**config.mk**
```make
export PLATFORM = sky130hd
export DESIGN_NAME = pipe_ctrl_flat
export DESIGN_NICKNAME = d
export VERILOG_FILES = /design/src/rtl/pipe_ctrl_pkg.sv /design/src/rtl/pipe_ctrl_if.sv /design/src/rtl/pipe_ctrl_stall_watchdog.sv /design/src/rtl/pipe_ctrl.sv /design/src/flat_wrapper.sv
export SDC_FILE = /design/constraint.sdc
export NUM_CORES = 1
export LEC_CHECK = 0
export CORE_ASPECT_RATIO = 0.9
export CORE_UTILIZATION = 45
export DETAILED_ROUTE_END_ITERATION = 10
export DONT_BUFFER_PORTS = 1
export GPL_ROUTABILITY_DRIVEN = 0
export PLACE_DENSITY = 0.63
export SYNTH_ARGS = -nofsm -noshare
export SYNTH_HDL_FRONTEND = slang
export SYNTH_HIERARCHICAL = 1
export SYNTH_SLANG_ARGS = --single-unit
```
**constraint.sdc**
```tcl
create_clock -name clk -period 3.95 [get_ports clk]
set_clock_uncertainty 0.2 [all_clocks]
set_input_delay 0.79 -clock clk [delete_from_list [all_inputs] [get_ports clk]]
set_output_delay 0.79 -clock clk [all_outputs]
set_load 0.01 [all_outputs]
```
**src/rtl/pipe_ctrl_pkg.sv**
```systemverilog
// Shared definitions for the pipeline sequencing controller.
//   HOLD_*        : 3-bit hold levels driven onto hold_en_o
//   state_t       : controller states (RUN=0, PEND=1, HALT=2)
//   RESET_VECTOR  : reset value of the pending redirect address
package pipe_ctrl_pkg;

    localparam logic [2:0] HOLD_NONE = 3'd0;
    localparam logic [2:0] HOLD_PC   = 3'd1;
    localparam logic [2:0] HOLD_IF   = 3'd2;
    localparam logic [2:0] HOLD_ID   = 3'd3;

    typedef enum logic [1:0] {
        RUN  = 2'd0,
        PEND = 2'd1,
        HALT = 2'd2
    } state_t;

    localparam logic [31:0] RESET_VECTOR = 32'h0;

endpackage

```
**src/rtl/pipe_ctrl_if.sv**
```systemverilog
// Request/control bundle between the pipeline stages and pipe_ctrl.
//   master : request side (execute stage, interrupt controller, bus, debugger)
//            drives the *_i signals, observes the *_o signals
//   slave  : pipe_ctrl side, consumes requests, drives PC/IF/ID controls
interface pipe_ctrl_if;

    logic        ex_jump_en_i;
    logic [31:0] ex_jump_addr_i;
    logic        ex_hold_i;
    logic        irq_jump_en_i;
    logic [31:0] irq_jump_addr_i;
    logic        irq_hold_i;
    logic        bus_stall_i;
    logic        jtag_halt_i;
    logic        jump_en_o;
    logic [31:0] jump_addr_o;
    logic [2:0]  hold_en_o;
    logic        flush_o;
    logic        halted_o;
    logic        stall_timeout_o;

    modport master (
        output ex_jump_en_i, ex_jump_addr_i, ex_hold_i,
        output irq_jump_en_i, irq_jump_addr_i, irq_hold_i,
        output bus_stall_i, jtag_halt_i,
        input  jump_en_o, jump_addr_o, hold_en_o, flush_o,
        input  halted_o, stall_timeout_o
    );

    modport slave (
        input  ex_jump_en_i, ex_jump_addr_i, ex_hold_i,
        input  irq_jump_en_i, irq_jump_addr_i, irq_hold_i,
        input  bus_stall_i, jtag_halt_i,
        output jump_en_o, jump_addr_o, hold_en_o, flush_o,
        output halted_o, stall_timeout_o
    );

endinterface

```
**src/rtl/pipe_ctrl_stall_watchdog.sv**
```systemverilog
// Bus-stall watchdog: counts consecutive stalled cycles and emits a single
// registered pulse when the count reaches STALL_TIMEOUT.
//   clk, rst          : core clock, async active-high reset
//   bus_stall_i       : bus not ready this cycle
//   stall_timeout_o   : one-cycle pulse, the cycle after the count hits the limit
module stall_watchdog #(
    parameter int STALL_TIMEOUT = 255
) (
    input  logic clk,
    input  logic rst,
    input  logic bus_stall_i,
    output logic stall_timeout_o
);

    localparam int CW = $clog2(STALL_TIMEOUT + 1);
    localparam logic [CW-1:0] LIMIT    = CW'(STALL_TIMEOUT);
    localparam logic [CW-1:0] LIMIT_M1 = CW'(STALL_TIMEOUT - 1);

    logic [CW-1:0] cnt;

    // Saturating at LIMIT means the LIMIT_M1 -> LIMIT step happens once per
    // stall episode, so the pulse cannot re-fire until the stall drops.
    always_ff @(posedge clk or posedge rst) begin
        if (rst) begin
            cnt             <= '0;
            stall_timeout_o <= 1'b0;
        end else begin
            stall_timeout_o <= bus_stall_i && (cnt == LIMIT_M1);
            if (!bus_stall_i)
                cnt <= '0;
            else if (cnt != LIMIT)
                cnt <= cnt + CW'(1);
        end
    end

endmodule

```
**src/rtl/pipe_ctrl.sv**
```systemverilog
// Pipeline sequencing controller: arbitrates redirects (irq over ex) and
// stall sources, replays a redirect that arrived during a bus stall, and
// parks the core for the debugger.
//   clk, rst : core clock, async active-high reset
//   bus      : pipe_ctrl_if.slave (requests in; jump/hold/flush/halt/timeout out)
//
//   state | meaning
//   RUN   | normal flow; redirects execute immediately unless the bus stalls
//   PEND  | redirect captured during a bus stall, replayed when the stall drops
//   HALT  | core held for the debugger until jtag_halt_i falls
module pipe_ctrl
    import pipe_ctrl_pkg::*;
#(
    parameter int STALL_TIMEOUT = 255
) (
    input  logic         clk,
    input  logic         rst,
    pipe_ctrl_if.slave   bus
);

    state_t      state;
    logic [31:0] pend_addr;
    logic        halted;
    logic        redirect;
    logic [31:0] target;

    assign redirect = bus.irq_jump_en_i | bus.ex_jump_en_i;
    assign target   = bus.irq_jump_en_i ? bus.irq_jump_addr_i : bus.ex_jump_addr_i;

    always_comb begin
        bus.jump_en_o   = 1'b0;
        bus.jump_addr_o = 32'h0;
        bus.flush_o     = 1'b0;
        bus.hold_en_o   = HOLD_NONE;
        case (state)
            RUN: begin
                if (redirect && !bus.bus_stall_i) begin
                    bus.jump_en_o   = 1'b1;
                    bus.jump_addr_o = target;
                    bus.flush_o     = 1'b1;
                end else if (redirect || bus.bus_stall_i || bus.ex_hold_i ||
                             bus.irq_hold_i || bus.jtag_halt_i) begin
                    bus.hold_en_o = HOLD_ID;
                end
            end
            PEND: begin
                if (bus.bus_stall_i) begin
                    bus.hold_en_o = HOLD_ID;
                end else begin
                    bus.jump_en_o   = 1'b1;
                    bus.jump_addr_o = pend_addr;
                    bus.flush_o     = 1'b1;
                end
            end
            HALT: bus.hold_en_o = HOLD_ID;
            default: ;
        endcase
    end

    // halted tracks "next state is HALT", so it rises on the first HALT cycle
    // and falls on the first cycle back in RUN.
    always_ff @(posedge clk or posedge rst) begin
        if (rst) begin
            state     <= RUN;
            pend_addr <= RESET_VECTOR;
            halted    <= 1'b0;
        end else begin
            case (state)
                RUN: begin
                    if (redirect && bus.bus_stall_i) begin
                        pend_addr <= target;
                        state     <= PEND;
                        halted    <= 1'b0;
                    end else if (bus.jtag_halt_i) begin
                        state  <= HALT;
                        halted <= 1'b1;
                    end else begin
                        halted <= 1'b0;
                    end
                end
                PEND: begin
                    if (bus.bus_stall_i) begin
                        if (bus.irq_jump_en_i)
                            pend_addr <= bus.irq_jump_addr_i;
                    end else begin
                        state  <= bus.jtag_halt_i ? HALT : RUN;
                        halted <= bus.jtag_halt_i;
                    end
                end
                HALT: begin
                    if (!bus.jtag_halt_i) begin
                        state  <= RUN;
                        halted <= 1'b0;
                    end
                end
                default: begin
                    state  <= RUN;
                    halted <= 1'b0;
                end
            endcase
        end
    end

    assign bus.halted_o = halted;

    stall_watchdog #(
        .STALL_TIMEOUT (STALL_TIMEOUT)
    ) u_stall_watchdog (
        .clk             (clk),
        .rst             (rst),
        .bus_stall_i     (bus.bus_stall_i),
        .stall_timeout_o (bus.stall_timeout_o)
    );

endmodule

```
**src/flat_wrapper.sv**
```systemverilog
// flat-port wrapper written by rule: the top's interface ports become plain ports
module pipe_ctrl_flat import pipe_ctrl_pkg::*;
#(
    parameter int STALL_TIMEOUT = 255
)
  (clk, rst, bus_ex_jump_en_i, bus_ex_jump_addr_i, bus_ex_hold_i, bus_irq_jump_en_i, bus_irq_jump_addr_i, bus_irq_hold_i, bus_bus_stall_i, bus_jtag_halt_i, bus_jump_en_o, bus_jump_addr_o, bus_hold_en_o, bus_flush_o, bus_halted_o, bus_stall_timeout_o);
  pipe_ctrl_if bus_i ();
  input  logic clk;
  input  logic rst;
  input wire logic [$bits(bus_i.ex_jump_en_i)-1:0] bus_ex_jump_en_i;
  input wire logic [$bits(bus_i.ex_jump_addr_i)-1:0] bus_ex_jump_addr_i;
  input wire logic [$bits(bus_i.ex_hold_i)-1:0] bus_ex_hold_i;
  input wire logic [$bits(bus_i.irq_jump_en_i)-1:0] bus_irq_jump_en_i;
  input wire logic [$bits(bus_i.irq_jump_addr_i)-1:0] bus_irq_jump_addr_i;
  input wire logic [$bits(bus_i.irq_hold_i)-1:0] bus_irq_hold_i;
  input wire logic [$bits(bus_i.bus_stall_i)-1:0] bus_bus_stall_i;
  input wire logic [$bits(bus_i.jtag_halt_i)-1:0] bus_jtag_halt_i;
  output wire logic [$bits(bus_i.jump_en_o)-1:0] bus_jump_en_o;
  output wire logic [$bits(bus_i.jump_addr_o)-1:0] bus_jump_addr_o;
  output wire logic [$bits(bus_i.hold_en_o)-1:0] bus_hold_en_o;
  output wire logic [$bits(bus_i.flush_o)-1:0] bus_flush_o;
  output wire logic [$bits(bus_i.halted_o)-1:0] bus_halted_o;
  output wire logic [$bits(bus_i.stall_timeout_o)-1:0] bus_stall_timeout_o;
  assign bus_i.ex_jump_en_i = bus_ex_jump_en_i;
  assign bus_i.ex_jump_addr_i = bus_ex_jump_addr_i;
  assign bus_i.ex_hold_i = bus_ex_hold_i;
  assign bus_i.irq_jump_en_i = bus_irq_jump_en_i;
  assign bus_i.irq_jump_addr_i = bus_irq_jump_addr_i;
  assign bus_i.irq_hold_i = bus_irq_hold_i;
  assign bus_i.bus_stall_i = bus_bus_stall_i;
  assign bus_i.jtag_halt_i = bus_jtag_halt_i;
  assign bus_jump_en_o = bus_i.jump_en_o;
  assign bus_jump_addr_o = bus_i.jump_addr_o;
  assign bus_hold_en_o = bus_i.hold_en_o;
  assign bus_flush_o = bus_i.flush_o;
  assign bus_halted_o = bus_i.halted_o;
  assign bus_stall_timeout_o = bus_i.stall_timeout_o;
  pipe_ctrl #(.STALL_TIMEOUT(STALL_TIMEOUT)) u_core (.clk(clk), .rst(rst), .bus(bus_i));
endmodule
```
==> metrics, run 1 <==
status complete, no violations; H-tree level count 2; Clk Tree Root Cell clkbuf_8; IO Pins 111; crit path max fanout 18; WL/cell 15.3 um; initial antenna violation count 0; core area 6250 sq um; Yosys cell types 36; CTS buffer count 5; vias in the first global route 2107; DR iter-0 viols 50; n_diodes 0; Main synth FF type dfrtp_1; Die Ht 79.0 um; Area after DPL 2940 sq um; # setup viols final 0; worst slew pin tran 728 ps; die width 87.5 um; top cells by count, synth nand2_1 (67), mux2i_1 (65), dfrtp_1 (44); Clock Path Buffers 2; largest net degree at the start of global routing 65; DR vias 2198; Slew Viols, Final 0; clock sinks 44; most frequent cell after synthesis nand2_1; TNS Setup 0 ps; Avg Inst Size Synth 9.23 sq um; WS Path Type reg2out; fraction of layout cells with a size suffix above 1 15.4%; Post-Syn Area 2960 sq um; Final Cell Area 3020 sq um; post-cts sizing count 0; Req. time, crit path 2960 ps; VDD IR max 0.138 mV; CTS tree yes; number of max-cap violations 0; DPL Wire Length 4250 um; top cell type's share of synthesized area 37.2%; Mapped Cells 321; Total Routing Usage GR 17.6%; syn_nets 395; Hold Vio Cnt, Final 0; crit path DAT 1960 ps; register bit count reported by yosys 44; DRC viols 0; hold_buf cts 0; Clock Latency Late Sink 290 ps; Hold Crit Class in2async; Layout area overhead 1.94%; Clk pin slew, worst setup/hold paths 80 ps; largest area contributor in the netlist dfrtp_1; CP Capture Type primary output; Slew headroom 51.4%; gr ovfl total 0; Vias per Instance 5.59; Final period util 74.7%; pwr dens 359 nW/um^2; Pleak 0.00135 uW; fmax 339 MHz; Post-Route WL 6000 um; full die area 6910 sq um; post-route ant nets 0; first-pass GRT wire length 9420 um; Site Rows 27; Area contributors post-synth dfrtp_1 (37%), mux2i_1 (22%), o21ai_2 (9.2%); unrepaired setup endpoints after global routing no; Final nets 380; Starting Density 47.4%; crit path time final 2950 ps; Initial DRT Pass Iterations 4; sequential share of the synthesized area 37.2%; number of synthesized flops with an enable pin 0; Yosys warnings 6; CP startpoint kind register; # Post-CTS Setup Buffers 0; Post-synth ARST share 100%; number of port buffers 0
final timing paths:
path                                             startpoint                                         end  slack (ps)  cells past startpoint
max reg2reg                     u_core/state[1]$_DFFE_PP0P_            u_core/pend_addr[22]$_DFFE_PP0P_        1670                      5
max                             u_core/state[1]$_DFFE_PP0P_                         bus_jump_addr_o[12]        1000                      5
min in group clk           u_core/pend_addr[12]$_DFFE_PP0P_            u_core/pend_addr[12]$_DFFE_PP0P_         290                      2
min                                                     rst  u_core/u_stall_watchdog/cnt[7]$_DFFE_PP0P_         140                      1
max in group asynchronous                               rst             u_core/bus.halted_o$_DFFE_PP0P_        2950                      2
min reg2reg                u_core/pend_addr[12]$_DFFE_PP0P_            u_core/pend_addr[12]$_DFFE_PP0P_         290                      2
flip-flops by register name, summed over array words and instances (netlist names):
name and count:
u_core/u_stall_watchdog/cnt 8, u_core/u_stall_watchdog/stall_timeout_o 1, u_core/state 2, u_core/pend_addr 32
u_core/bus.halted_o 1
worst max-delay path, cell delays in order, from the launching register on:
cell     delay, ps
dfrtp_1        450
nor2_1         160
and2_1         540
buf_4          330
nand2_1        100
o21ai_2         90
where the power goes:
group / internal, uW / switching [uW] / leakage (uW) / total, uW
clock network: 120 / 142 / 0.0000410 / 262
registers: 524 / 45.3 / 0.000557 / 570
logic: 102 / 151 / 0.000751 / 253
metrics by stage:
stage	util [%]	setup slack, ps	power (uW)	hold WS, ps	std cells
4_1_cts	48.3	961	1100	148	393
6_report	48.3	999	1080	142	393
3_3_place_gp	47.1	992	829	267	386
5_1_grt	48.3	773	1160	158	393
3_5_place_dp	47.1	987	837	276	386
2_1_floorplan	-	1190	810	255	321
kinds of logic after synthesis:
group | after synthesis | share of synthesized area (%)
muxes | 65 | 22.0
AOI/OAI and AO/OA | 86 | 20.1
other | 1 | 0.127
and+or+nand+nor | 92 | 13.6
buffers and inverters | 31 | 6.25
adders and majority gates | 2 | 0.845
DFF | 44 | 37.2
cell type report:
type                       instances  area (sq um)
fill                             613          3230
multi-input combinational        246          1680
sequential                        44          1100
tap                               87           109
clock buffer                       6          72.6
timing repair buffer               4          30.0
inverter                           5          18.8
clock inverter                     1          5.00
metal layers:
metal | global-route usage [%] | part of all wire (%)
met1 | 21.4 | 44
met2 | 30.9 | 47
met3 | 3.64 | 7.7
met4 | 5.57 | 0.80
met5 | 0 | 0
cells in the final DEF, fill, tap and decap left out, drive strengths merged:
master	synthesis	final
and3	2	2
and4	1	1
o21ai	71	71
mux2i	65	65
buf	16	4
a31oi	4	4
o21bai	2	2
and2	1	1
nand2b	2	2
inv	5	5
ha	2	2
nor2b	3	3
nand3	4	4
o21a	1	1
a21oi	3	3
o311a	1	1
o31a	1	1
conb	1	1
nor2	6	6
nand2	67	67
dfrtp	44	44
nor3b	1	1
or3	1	1
a211oi	1	1
or4	1	1
clkinv	0	1
o31ai	1	1
o211a	1	1
clkbuf	10	6
nand4	3	3
Note: power is estimated with default switching activity, not from simulation.
==> run 2: changes to the inputs <==
--- a/config.mk
+++ b/config.mk
@@ -10,7 +10,7 @@
 export DETAILED_ROUTE_END_ITERATION = 10
 export DONT_BUFFER_PORTS = 1
 export GPL_ROUTABILITY_DRIVEN = 0
-export PLACE_DENSITY = 0.63
+export PLACE_DENSITY = 0.65
 export SYNTH_ARGS = -nofsm -noshare
 export SYNTH_HDL_FRONTEND = slang
 export SYNTH_HIERARCHICAL = 1
==> constraint.sdc (replaced) <==
create_clock -name clk -period 2.6 [get_ports clk]
set_clock_uncertainty 0.2 [all_clocks]
set_input_delay 0.52 -clock clk [delete_from_list [all_inputs] [get_ports clk]]
set_output_delay 0.52 -clock clk [all_outputs]
set_load 0.01 [all_outputs]
==> metrics, run 2 (synthesis results as in run 1) <==
final worst setup slack 68.1 ps; n_diodes 0; Worst R2R Path Depth 5; first-pass GRT wire length 9450 um; largest net degree at the start of global routing 45; CP Capture Type primary output; DR vias 2211; top flop regs u_core/pend_addr: 32 flops, u_core/u_stall_watchdog/cnt: 8 flops, u_core/state: 2 flops; unrepaired setup endpoints after global routing yes; core area 6250 sq um; Clk pin slew, worst setup/hold paths 80 ps; vias in the first global route 2166; crit path time final 2530 ps; initial antenna violation count 0; Starting Density 47.4%; Reg-to-Reg Start u_core/state[0]$_DFFE_PP0P_; VDD IR max 0.195 mV; number of max-cap violations 0; Comb power frac 24.8%; Clock Latency Late Sink 290 ps; sw frac 30.9%; DR iter-0 viols 88; DPL Wire Length 4350 um; Pleak 0.00139 uW; flop-to-flop setup slack 670 ps; Die Ht 79.0 um; worst slew pin tran 811 ps; Slew Viols, Final 0; Internal 1150 uW; Seq pwr share 51.8%; Clk Tree Root Cell clkbuf_8; Slew headroom 45.9%; post-route ant nets 0; Final period util 97.4%; Total Routing Usage GR 17.7%; fmax 395 MHz; fill cell count 600; Clock Path Buffers 2; Tot Pwr 1670 uW; number of port buffers 0; gr ovfl total 0; CTS tree yes; H-tree level count 2; WS Path Type reg2out; Hold Vio Cnt, Final 0; multi-input combinational cell area 1700 sq um; fraction of layout cells with a size suffix above 1 17.0%; CP startpoint kind register; crit path max fanout 17; clock share of power 23.4%; CTS buffer count 5; commonest non-fill, non-tap cell in the layout nand2_1; most frequent cells in the layout nand2_1 (67), mux2i_1 (65), dfrtp_1 (44); Post-Route WL 6260 um; DRC viols 0; Final Cell Area 3100 sq um; # setup viols final 0; Hold Crit Class in2async; IO Pins 111; sequential cell area 1100 sq um; crit path DAT 1810 ps; Vias per Instance 5.54; pwr dens 537 nW/um^2; die width 87.5 um; reg2reg end u_core/pend_addr[19]$_DFFE_PP0P_; Net Sw Power 514 uW; pre-CTS WS 224 ps; Area after DPL 3000 sq um; Layout area overhead 4.65%; Req. time, crit path 1880 ps; number of flip-flops in the largest register 32; clock sinks 44; status complete, no violations; Biggest register u_core/pend_addr; TNS Setup 0 ps; Site Rows 27; Initial DRT Pass Iterations 4; Final nets 386; full die area 6910 sq um; WL/cell 15.7 um
## run 2: area by class of cell
type	instances	area share [%]
Sequential cell	44	35.5
Inverter	5	0.606
Clock buffer	6	2.34
Multi-Input combinational cell	247	54.8
Clock inverter	1	0.161
Tap cell	87	3.51
Timing Repair Buffer	9	3.07
## run 2: power by group through the flow
stage | sequential (uW) | clock (uW) | combinational [uW]
2_1_floorplan | 857 | 0 | 374
3_3_place_gp | 868 | 0 | 403
3_5_place_dp | 871 | 0 | 415
4_1_cts | 859 | 414 | 415
5_1_grt | 879 | 439 | 466
6_report | 862 | 390 | 413
## run 2: worst max path at each step
stage,from,to,slack [ps],cells past startpoint
floorplan,bus_irq_jump_en_i,bus_jump_addr_o[0],380,5
global placement,bus_bus_stall_i,bus_jump_addr_o[7],230,2
detailed placement,bus_bus_stall_i,bus_jump_addr_o[8],220,2
CTS,u_core/state[1]$_DFFE_PP0P_,bus_jump_addr_o[7],-30,2
global route,u_core/state[1]$_DFFE_PP0P_,bus_jump_addr_o[8],-6,2
finish,u_core/state[1]$_DFFE_PP0P_,bus_jump_addr_o[8],70,2
## run 2: layer usage
layer / track usage, % / routed length, um
met1: 21.6 / 2820
met2: 30.9 / 2980
met3: 4.47 / 401
met4: 4.59 / 51
met5: 0 / 0
## run 2: critical path, stage by stage (launching register included)
cell	delay, ps
dfrtp_1	480
or4_4	750
o21ai_1	300
## run 2: metrics by stage
stage	std cells	hold WS, ps	utilization [%]
global route	399	134	49.6
detailed placement	390	201	47.9
finish	399	69.7	49.6
floorplan	321	148	-
CTS	398	113	49.3
global placement	390	196	47.9
## run 2: repair_timing
action	CTS	global route
hold buffers	1	0
buffers inserted	0	0
endpoints found under the setup margin	34	34
endpoints found under the hold margin	9	0
pin swaps	1	1
gates resized for setup	0	2
gates cloned	0	1
